## src/rtl/red_track_pkg.sv

```systemverilog
// Shared definitions for the red-region frame controller: default widths,
// controller state encoding and the saturating drop-counter increment.
package red_track_pkg;

   localparam int unsigned XW_DEF = 10;
   localparam int unsigned YW_DEF = 10;
   localparam int unsigned CW_DEF = 19;
   localparam int unsigned DROP_W = 8;

   typedef enum logic [1:0] {
      ST_IDLE   = 2'd0,
      ST_ACCUM  = 2'd1,
      ST_REPORT = 2'd2
   } state_t;

   function automatic logic [DROP_W-1:0] sat_inc_drop(input logic [DROP_W-1:0] v);
      return (v == '1) ? v : v + 1'b1;
   endfunction

endpackage

```

## src/rtl/red_bbox_accum.sv

```systemverilog
// Per-frame hit counter and bounding-box registers. The next-state values are
// exported so the controller can capture a result that includes the current pixel.
module red_bbox_accum
   import red_track_pkg::*;
#(
   parameter int unsigned XW = XW_DEF,
   parameter int unsigned YW = YW_DEF,
   parameter int unsigned CW = CW_DEF
) (
   input  logic          clk,
   input  logic          rst,
   input  logic          init,
   input  logic          hit,
   input  logic [XW-1:0] x,
   input  logic [YW-1:0] y,
   output logic [CW-1:0] count_nxt,
   output logic [XW-1:0] x_min_nxt,
   output logic [XW-1:0] x_max_nxt,
   output logic [YW-1:0] y_min_nxt,
   output logic [YW-1:0] y_max_nxt
);

   logic [CW-1:0] count_q;
   logic [XW-1:0] x_min_q;
   logic [XW-1:0] x_max_q;
   logic [YW-1:0] y_min_q;
   logic [YW-1:0] y_max_q;

   // init selects the empty-frame values as the base, so a pixel arriving on
   // the init cycle becomes the first member of the new frame.
   always_comb begin
      count_nxt = init ? '0 : count_q;
      x_min_nxt = init ? '1 : x_min_q;
      x_max_nxt = init ? '0 : x_max_q;
      y_min_nxt = init ? '1 : y_min_q;
      y_max_nxt = init ? '0 : y_max_q;
      if (hit) begin
         if (count_nxt != '1) count_nxt = count_nxt + 1'b1;
         if (x < x_min_nxt)   x_min_nxt = x;
         if (x > x_max_nxt)   x_max_nxt = x;
         if (y < y_min_nxt)   y_min_nxt = y;
         if (y > y_max_nxt)   y_max_nxt = y;
      end
   end

   always_ff @(posedge clk) begin
      if (rst) begin
         count_q <= '0;
         x_min_q <= '1;
         x_max_q <= '0;
         y_min_q <= '1;
         y_max_q <= '0;
      end else begin
         count_q <= count_nxt;
         x_min_q <= x_min_nxt;
         x_max_q <= x_max_nxt;
         y_min_q <= y_min_nxt;
         y_max_q <= y_max_nxt;
      end
   end

endmodule

```

## src/rtl/red_region_frame_ctrl.sv

```systemverilog
// Frame controller: sequences accumulation per frame, registers one result per
// frame behind a valid/ready handshake and counts frames lost to back-pressure.
module red_region_frame_ctrl
   import red_track_pkg::*;
#(
   parameter int unsigned XW = XW_DEF,
   parameter int unsigned YW = YW_DEF,
   parameter int unsigned CW = CW_DEF
) (
   input  logic              iCLK,
   input  logic              iRST,
   input  logic              iEN,
   input  logic              iSOF,
   input  logic              iEOF,
   input  logic              iDVAL,
   input  logic [XW-1:0]     iX,
   input  logic [YW-1:0]     iY,
   input  logic              iHIT,
   input  logic [CW-1:0]     iMIN_COUNT,
   output logic              oVALID,
   input  logic              iREADY,
   output logic              oFOUND,
   output logic [CW-1:0]     oCOUNT,
   output logic [XW-1:0]     oX_MIN,
   output logic [XW-1:0]     oX_MAX,
   output logic [YW-1:0]     oY_MIN,
   output logic [YW-1:0]     oY_MAX,
   output logic              oBUSY,
   output logic [DROP_W-1:0] oDROP_CNT
);

   state_t        state, state_nxt;
   logic [CW-1:0] min_q, min_eff, count_nxt;
   logic [XW-1:0] x_min_nxt, x_max_nxt;
   logic [YW-1:0] y_min_nxt, y_max_nxt;
   logic          accept, start_rep, restart, start, pix_hit, eof_cap, drop_inc, found_nxt;

   always_comb begin
      accept    = (state == ST_REPORT) & oVALID & iREADY;
      start_rep = accept & iSOF & iEN;
      restart   = (state == ST_ACCUM) & iSOF;
      start     = ((state == ST_IDLE) & iEN & iSOF) | start_rep | restart;
      pix_hit   = iDVAL & iHIT & (start | (state == ST_ACCUM));
      eof_cap   = iEOF & (start | (state == ST_ACCUM));
      drop_inc  = restart | ((state == ST_REPORT) & iSOF & ~accept);
      // A one-pixel frame compares against the minimum presented on its iSOF cycle.
      min_eff   = start ? iMIN_COUNT : min_q;
      found_nxt = (count_nxt >= min_eff);

      state_nxt = state;
      unique case (state)
         ST_IDLE:   if (start)   state_nxt = eof_cap ? ST_REPORT : ST_ACCUM;
         ST_ACCUM:  if (eof_cap) state_nxt = ST_REPORT;
         ST_REPORT: if (accept)  state_nxt = start ? (eof_cap ? ST_REPORT : ST_ACCUM) : ST_IDLE;
         default:                state_nxt = ST_IDLE;
      endcase
   end

   assign oBUSY = (state != ST_IDLE);

   red_bbox_accum #(.XW(XW), .YW(YW), .CW(CW)) u_accum (
      .clk       (iCLK),
      .rst       (iRST),
      .init      (start),
      .hit       (pix_hit),
      .x         (iX),
      .y         (iY),
      .count_nxt (count_nxt),
      .x_min_nxt (x_min_nxt),
      .x_max_nxt (x_max_nxt),
      .y_min_nxt (y_min_nxt),
      .y_max_nxt (y_max_nxt)
   );

   always_ff @(posedge iCLK) begin
      if (iRST) begin
         state     <= ST_IDLE;
         oVALID    <= 1'b0;
         oFOUND    <= 1'b0;
         oCOUNT    <= '0;
         oX_MIN    <= '0;
         oX_MAX    <= '0;
         oY_MIN    <= '0;
         oY_MAX    <= '0;
         oDROP_CNT <= '0;
         min_q     <= '0;
      end else begin
         state  <= state_nxt;
         oVALID <= (state_nxt == ST_REPORT);
         if (start) min_q <= iMIN_COUNT;
         if (eof_cap) begin
            oFOUND <= found_nxt;
            oCOUNT <= count_nxt;
            oX_MIN <= found_nxt ? x_min_nxt : '0;
            oX_MAX <= found_nxt ? x_max_nxt : '0;
            oY_MIN <= found_nxt ? y_min_nxt : '0;
            oY_MAX <= found_nxt ? y_max_nxt : '0;
         end
         if (drop_inc) oDROP_CNT <= sat_inc_drop(oDROP_CNT);
      end
   end

endmodule

```

## config.mk

```make
export PLATFORM = sky130hd
export DESIGN_NAME = red_region_frame_ctrl
export DESIGN_NICKNAME = d
export VERILOG_FILES = /design/src/rtl/red_track_pkg.sv /design/src/rtl/red_bbox_accum.sv /design/src/rtl/red_region_frame_ctrl.sv
export SDC_FILE = /design/constraint.sdc
export NUM_CORES = 1
export LEC_CHECK = 0
export CAP_MARGIN = 20
export CORE_MARGIN = 3
export CORE_UTILIZATION = 45
export DETAILED_ROUTE_END_ITERATION = 10
export PLACE_DENSITY = 0.76
export SLEW_MARGIN = 20
export SYNTH_ARGS = -nofsm -noshare
export SYNTH_HDL_FRONTEND = slang
export SYNTH_HIERARCHICAL = 1
export SYNTH_SLANG_ARGS = --single-unit
export TNS_END_PERCENT = 100
```

## constraint.sdc

```tcl
create_clock -name iCLK -period 9.9 [get_ports iCLK]
set_input_delay 1.98 -clock iCLK [delete_from_list [all_inputs] [get_ports iCLK]]
set_output_delay 1.98 -clock iCLK [all_outputs]
set_load 0.005 [all_outputs]
```

; After elaboration in Yosys (flattened, before gate mapping)
; Index checks and enable logic that the tools add are counted.
[op_classes]
n_reduce_logical = 3
n_lt_le_gt_ge = 5
n_bitwise = 18
addsub = 2
n_mux = 26
eq_ne = 5
[ops]
columns = cell, count
row1 = 10-bit two-way mux, 16
row2 = 19-bit two-way mux, 4
row3 = 10-bit greater-than comparator, 2
row4 = 10-bit < comparator, 2
row5 = 19-bit by 1-bit adder with 19-bit output (second input constant), 1
row6 = 19-bit >= comparator, 1
row7 = 19-bit inequality test (second input constant), 1
row8 = 1-bit bitwise AND, 12
row9 = 2-bit two-way mux, 5
row10 = 8-bit by 1-bit adder with 8-bit output (second input constant), 1
row11 = 8-bit == test (second input constant), 1
row12 = 2-bit case mux with 3 select lines, 1
row13 = 2-bit == test (second input constant), 2
row14 = 1-bit OR, 4
row15 = 2-bit by 1-bit == test with 1-bit output (second input constant), 1
row16 = 2-bit logical NOT, 1
row17 = 1-bit NOT, 2
row18 = 2-bit AND reduction, 1
row19 = 2-bit nonzero test, 1
[totals]
out_inout_bits = 70
inputBits = 47
regBits = 149
elab_cells = 74

; Logic depth before layout (Yosys ltp)
; Gate-level depths: netlist of the first run.
[depth]
ltp_word = 14
depth_mapped = 20
depth_no_buf = 16

; By module
; Netlist of the first run, hierarchy kept.
[modules_own_cells]
columns = mod, cells_each, seq_area_each_um2, n_inst, area_per_inst_um2
row1 = red_bbox_accum, 514, 1181.1, 1, 4186.5
row2 = red_region_frame_ctrl, 346, 1801.7, 1, 3564.7

; Worst setup path after synthesis of the first run
; Ideal clock, no wire load.
[synth_path]
path_type = input to register
from = in iEN
to = reg oX_MAX[0]
arrival_time_ps = 5486
required_ps = 9783
slack_ps = 4297
path_stages = 20
path_buffers = 4
setup_ps = 117
cell_sequence = o21ai_0 -> a21oi_2 -> buf_4 -> buf_6 -> buf_6 -> nor2b_1 -> ha_1 -> nand4_1 -> or2_2 -> o31ai_4 -> o21ai_0 -> a21oi_1 -> ha_1 -> a21oi_1 -> o21ai_1 -> a21o_1 -> nor3_2 -> a21oi_4 -> buf_6 -> a22o_1
[synth_via]
elab_chain_cells = 10
elab_cells_between_ends = 20
cone_classes = add/sub (1) / order compare (2) / eq/ne (1) / mux (8) / bitwise (8)
[synth_rtl]
columns = item, line
row1 = start: declaration, red_region_frame_ctrl.sv:12  ; input logic iEN,
row2 = 1-bit bitwise AND (2 in a row), red_region_frame_ctrl.sv:42  ; start = ((state == ST_IDLE) & iEN & iSOF) | start_rep | restart;
row3 = 1-bit OR * (2 in a row), red_region_frame_ctrl.sv:42
row4 = via start, red_region_frame_ctrl.sv:36  ; logic accept, start_rep, restart, start, pix_hit, eof_cap, drop_inc, found_nxt;
row5 = 19-bit two-way mux, red_bbox_accum.sv:32  ; count_nxt = init ? '0 : count_q;
row6 = 19-bit by 1-bit adder with 19-bit output / 19-bit inequality test (equally long branches), red_bbox_accum.sv:38  ; if (count_nxt != '1) count_nxt = count_nxt + 1'b1;
row7 = 19-bit two-way mux, red_bbox_accum.sv:38
row8 = 19-bit two-way mux *, red_bbox_accum.sv:37  ; if (hit) begin
row9 = via count_nxt[8], red_region_frame_ctrl.sv:33  ; logic [CW-1:0] min_q, min_eff, count_nxt;
row10 = 19-bit >= comparator *, red_region_frame_ctrl.sv:48  ; found_nxt = (count_nxt >= min_eff);
row11 = 10-bit two-way mux *, red_region_frame_ctrl.sv:95  ; oX_MAX <= found_nxt ? x_max_nxt : '0;
row12 = end signal: assignment, red_region_frame_ctrl.sv:95
row13 = end: declaration, red_region_frame_ctrl.sv:25  ; output logic [XW-1:0] oX_MAX,
; The timed path passes the listed nets; every way through them passes the cells marked *.
; A chain may end at the register's enable or synchronous reset.

; Final worst setup path of the first run
[layout_path]
from = in iSOF
to = reg oY_MAX[1]
[layout_via]
elab_chain_cells = 10
elab_cells_between_ends = 21
cone_classes = add/sub (1) / order compare (2) / eq/ne (1) / mux (8) / bitwise (9)
[layout_rtl]
columns = item, line
row1 = start: declaration, red_region_frame_ctrl.sv:13  ; input logic iSOF,
row2 = 1-bit bitwise AND (2 in a row), red_region_frame_ctrl.sv:40  ; start_rep = accept & iSOF & iEN;
row3 = 1-bit OR, red_region_frame_ctrl.sv:42
row4 = 1-bit OR *, red_region_frame_ctrl.sv:42
row5 = 19-bit two-way mux, red_bbox_accum.sv:32
row6 = 19-bit by 1-bit adder with 19-bit output / 19-bit inequality test (equally long branches), red_bbox_accum.sv:38
row7 = 19-bit two-way mux, red_bbox_accum.sv:38
row8 = 19-bit two-way mux *, red_bbox_accum.sv:37
row9 = via count_nxt[17], red_region_frame_ctrl.sv:33
row10 = 19-bit >= comparator *, red_region_frame_ctrl.sv:48
row11 = 10-bit two-way mux *, red_region_frame_ctrl.sv:97  ; oY_MAX <= found_nxt ? y_max_nxt : '0;
row12 = end signal: assignment, red_region_frame_ctrl.sv:97
row13 = end: declaration, red_region_frame_ctrl.sv:27  ; output logic [YW-1:0] oY_MAX,
; Marks and branches as above.

==> results of run 1 <==
## flip-flops by register name, summed over array words and instances, names as in the netlist
signal           count
oFOUND               1
oX_MIN              10
u_accum/count_q     19
u_accum/y_max_q     10
oDROP_CNT            8
u_accum/y_min_q     10
u_accum/x_max_q     10
u_accum/x_min_q     10
oY_MIN              10
oVALID               1
oCOUNT              19
state                2
oY_MAX              10
min_q               19
oX_MAX              10
## cells by family after synthesis
logic type,synth area share (%)
DFF,38.5
adders and majority gates,9.52
AOI/OAI and AO/OA,20.5
and+or+nand+nor,22.8
buffers and inverters,3.73
muxes,2.74
xor gates and xnor gates,2.15
## through the flow
step	hold WS [ps]	area (sq um)	util, %	total power, mW	std cells
6_report	457	9590	57.4	1.39	1186
4_1_cts	460	9560	57.2	1.40	1185
2_1_floorplan	453	7750	-	0.720	860
3_5_place_dp	449	8990	53.8	0.769	1153
5_1_grt	474	9590	57.4	1.44	1186
3_3_place_gp	443	8990	53.8	0.767	1153
## cell usage after synthesis (13+ instances only)
library cell / number / area, sq um
dfxtp_1: 149 / 2980
nor2_1: 81 / 304
a21oi_1: 68 / 340
ha_1: 59 / 738
nand2_1: 58 / 218
a22o_1: 40 / 350
o21ai_0: 33 / 165
nand2b_1: 31 / 194
clkbuf_1: 25 / 93.8
and3_1: 23 / 144
o21a_1: 22 / 165
nor4_1: 21 / 131
mux2i_1: 19 / 190
and2_1: 15 / 93.8
buf_2: 15 / 75.1
xnor2_1: 15 / 131
a211oi_1: 14 / 105
nand4_1: 13 / 81.3
nor3_1: 13 / 65.1
or2_2: 13 / 81.3
## worst paths after layout
check	startpoint	end	slack (ps)	cells past startpoint
worst min register to register	oCOUNT[2]	oCOUNT[2]	460	2
worst min-delay path	oCOUNT[2]	oCOUNT[2]	460	2
worst max-delay path	iSOF	oY_MAX[1]	3600	18
worst max register to register	state[0]	oY_MAX[1]	5230	18
## final cells by class
class                      instances  area (sq um)
fill                            1509          7110
multi-input combinational        652          4510
sequential                       149          2980
timing repair buffer             121          1210
clock buffer                      17           425
tap                              220           275
clock inverter                    15           145
inverter                          12          45.0
## metal layers
layer  up-vias  track usage [%]  wire, microns  share of wire (%)
met4         0             7.10            245                1.3
met5         -                0              0                  0
met2       197             32.3           8530                 46
met1      3066             26.8           8830                 47
li1       3315                -              -                  -
met3        20             4.64           1080                5.8
## where the power goes
| part | leakage [nW] | total [mW] | switching [mW] | internal, mW |
|---|---|---|---|---|
| clock | 0.278 | 0.629 | 0.277 | 0.353 |
| sequential | 1.21 | 0.615 | 0.00481 | 0.610 |
| combinational | 2.30 | 0.144 | 0.0831 | 0.0604 |
| total | 3.79 | 1.39 | 0.365 | 1.02 |
## critical path: cells and delay by family
kind,cells,cell delay [ps]
AOI/OAI and AO/OA,5,1070
xor gates and xnor gates,1,180
adders and majority gates,2,580
buffers and inverters,3,1360
and+or+nand+nor,7,1410
==> reports/metrics.yaml, run 1 <==
power_density_nw_per_um2: 145
die_h_microns: 137
grt_max_degree: 86
post-cts-setup-buffers: 0
antenna_found_initial: 0
synth_edf_count: 0
post_cts_resized: 0
setup_viol: 0
gp_congestion: 0.850
slew_headroom_pct: 33.5
postRouteAntennaNets: 0
skew_ps: 8.25
grt_pass1_wl_microns: 30600
postCtsHoldBufs: 0
clock.fmax_mhz: 159
clk_pin_slew_worst_paths_ps: 60
grt_pass1_vias: 6394
slowest_delay_ps: 600
critPathKind: "in -> reg"
coreArea_sq_um: 16700
async_reset_ff_share_pct: 0
cts_sinks: 149
hp-class: "reg -> reg"
path_cells: "clkdlybuf4s50_1, o21ai_0, a21oi_4, buf_4, nor2b_1, ha_1, nand4_1, or2_2, nor4b_1, xnor2_1, nor2_1, ha_1, nand4_2, nor4_2, o31ai_2, a21oi_4, buf_16, a22o_1"
die-area_sq_um: 18800
finalNetCount: 1059
dp_hpwl_microns: 12700
row_count: 47
n_antenna_cell: 0
fin_tns_setup_ps: 0
ys.flop_type: "dfxtp_1"
rsz0062_at_grt: "false"
vias: 6598
critical_path_arrival_ps: 6660
cts_inserted_buffers: 17
period_share_pct: 63.6
final_cell_mix: "149 x dfxtp_1, 115 x clkdlybuf4s50_1, 80 x nor2_1"
overflow: 0
pre_cts_ws_ps: 2860
wirelength_microns: 18700
num_io_pins: 117
period_minus_slack_ps: 6300
routedWlPerCell_microns: 15.8
cp-end-kind: "flop"
cp-start-kind: "input port"
clk_path_buf_depth: 2
die_x_microns: 137
yosys_warnings: 6
cts_tree: "done"
cp.required_ps: 10270
syn_inst: 860
final_hold_viol_count: 0
final_common_cell: "dfxtp_1"
synth_nets: 966
clk_latency_ps: 430
drcViolationCount: 0
grtUsageTotal_pct: 20.2
crit_slowest_cell: "buf_4"
synthesis.area_sq_um: 7750
irDropWorstVdd_mv: 0.125
ys_seq_area_share_pct: 38.5
crit_fanout: 85
ys_ff_latch: 149
max_cap_violations: 0
fin_ws_ps: 3600
port_buffers: 116
p_leak_nw: 3.79
status: "finished clean"
vias_per_cell: 5.56
postSynthAreaPerCell_sq_um: 9.01
drt_iter0_drc: 395
syn_to_final_growth_pct: 23.8
dr.pass1.iters: 5
yosysUniqueCellTypes: 70
finalMaxSlewViolations: 0
drive_gt1_share_pct: 8.59
ctsHtreeMaxLevel: 4
tightest_slew_ps: 996
initial_core_util_pct: 46.4
root_buffer: "clkbuf_16"
Note: power is estimated with default switching activity, not from simulation.
==> run 2, diff against run 1 <==
==> constraint.sdc (replaced) <==
create_clock -name iCLK -period 6 [get_ports iCLK]
set_input_delay 1.2 -clock iCLK [delete_from_list [all_inputs] [get_ports iCLK]]
set_output_delay 1.2 -clock iCLK [all_outputs]
set_load 0.005 [all_outputs]
==> reports/metrics.yaml, run 2 (synthesis results as in run 1) <==
fin_tns_setup_ps: 0
period_share_pct: 86.2
cp-start-kind: "input port"
critical_path_arrival_ps: 5530
grtUsageTotal_pct: 20.7
finalNetCount: 1074
p_clk_share_pct: 45.5
grt_pass1_wl_microns: 31100
clk_latency_ps: 420
drt_iter0_drc: 430
clk_path_buf_depth: 2
row_count: 47
power.internal_mw: 1.73
routedWlPerCell_microns: 16.0
cp-end-kind: "flop"
cts_inserted_buffers: 17
setup_viol: 0
rsz0062_at_grt: "false"
dr.pass1.iters: 5
worst-r2r-setup-slack_ps: 1680
post_cts_resized: 0
irDropWorstVdd_mv: 0.190
antenna_found_initial: 0
power_density_nw_per_um2: 237
power_frac_seq_pct: 44.0
postCtsHoldBufs: 0
n_antenna_cell: 0
vias_per_cell: 5.58
die-area_sq_um: 18800
coreArea_sq_um: 16700
crit_fanout: 26
root_buffer: "clkbuf_16"
top_regs: "min_q: 19 flops, oCOUNT: 19 flops, u_accum/count_q: 19 flops"
drcViolationCount: 0
drive_gt1_share_pct: 9.99
syn_to_final_growth_pct: 25.3
cts_sinks: 149
final_common_cell: "dfxtp_1"
postRouteAntennaNets: 0
period_minus_slack_ps: 5170
gp_congestion: 0.915
slew_headroom_pct: 33.1
ctsHtreeMaxLevel: 4
status: "finished clean"
clock.fmax_mhz: 193
critPathKind: "in -> reg"
num_io_pins: 117
cts_tree: "done"
skew_ps: 10.6
cp.required_ps: 6360
swShare_pct: 25.1
hold_ws_ps: 455
p_leak_nw: 3.87
port_buffers: 116
die_h_microns: 137
max_cap_violations: 0
wirelength_microns: 19200
final_hold_viol_count: 0
hp-class: "reg -> reg"
post-cts-setup-buffers: 0
comb_power_share_pct: 10.4
dp_hpwl_microns: 13700
grt_pass1_vias: 6365
die_x_microns: 137
clk_pin_slew_worst_paths_ps: 60
initial_core_util_pct: 46.4
final_cell_mix: "149 x dfxtp_1, 115 x clkdlybuf4s50_1, 80 x nor2_1"
tightest_slew_ps: 1000
overflow: 0
finalMaxSlewViolations: 0
vias: 6704
grt_max_degree: 51
p_sw_mw: 0.579
-- run 2: final timing paths --
kind / start / end / cells past startpoint
setup / recovery: iEN / oX_MIN[0] / 16
hold / removal: oCOUNT[18] / oCOUNT[18] / 2
setup reg to reg: state[0] / oX_MIN[0] / 15
hold reg to reg: oCOUNT[18] / oCOUNT[18] / 2
-- run 2: cell type report --
cell class | count | area [sq um]
repair buffers | 136 | 1330
well taps | 220 | 275
clock inverters | 14 | 154
inverters | 12 | 45.0
flip-flops and latches | 149 | 2980
clock buffers | 18 | 429
multi-input cells | 652 | 4500
fillers | 1509 | 6990
-- run 2: critical path, stage by stage --
cell and delay (ps):
clkdlybuf4s50_1 450, o21ai_0 320, a21oi_4 110, buf_4 210, and4b_1 410, nand4_1 270, nor2_1 310, a21boi_0 200
a31oi_1 260, ha_1 200, nand4_2 140, nor4_2 390, o31ai_2 160, a21oi_4 500, buf_16 240, a22o_1 140
-- run 2: power groups by stage --
| stage | clock [mW] | sequential (mW) | combinational (mW) |
|---|---|---|---|
| finish | 1.05 | 1.01 | 0.241 |
| global route | 1.11 | 1.02 | 0.266 |
| CTS | 1.07 | 1.01 | 0.240 |
| detailed placement | 0 | 1.04 | 0.237 |
| global placement | 0 | 1.04 | 0.233 |
| floorplan | 0 | 1.04 | 0.154 |
-- run 2: per-layer routing --
layer | vias up | global-route usage, % | wire length (microns)
li1 | 3336 | - | -
met4 | 0 | 5.88 | 223
met3 | 19 | 4.78 | 998
met2 | 192 | 33.2 | 8710
met1 | 3157 | 28.0 | 9290
met5 | - | 0 | 0
-- run 2: per-stage QoR --
| stage | power, mW | setup WS, ps | util, % | cell area [sq um] | instances |
|---|---|---|---|---|---|
| 6_report | 2.31 | 829 | 58.2 | 9710 | 1201 |
| 5_1_grt | 2.39 | 493 | 58.2 | 9710 | 1201 |
| 4_1_cts | 2.32 | 901 | 58.2 | 9710 | 1201 |
| 3_5_place_dp | 1.27 | 506 | 54.7 | 9130 | 1169 |
| 3_3_place_gp | 1.27 | 252 | 54.5 | 9100 | 1168 |
| 2_1_floorplan | 1.19 | 1180 | - | 7750 | 860 |
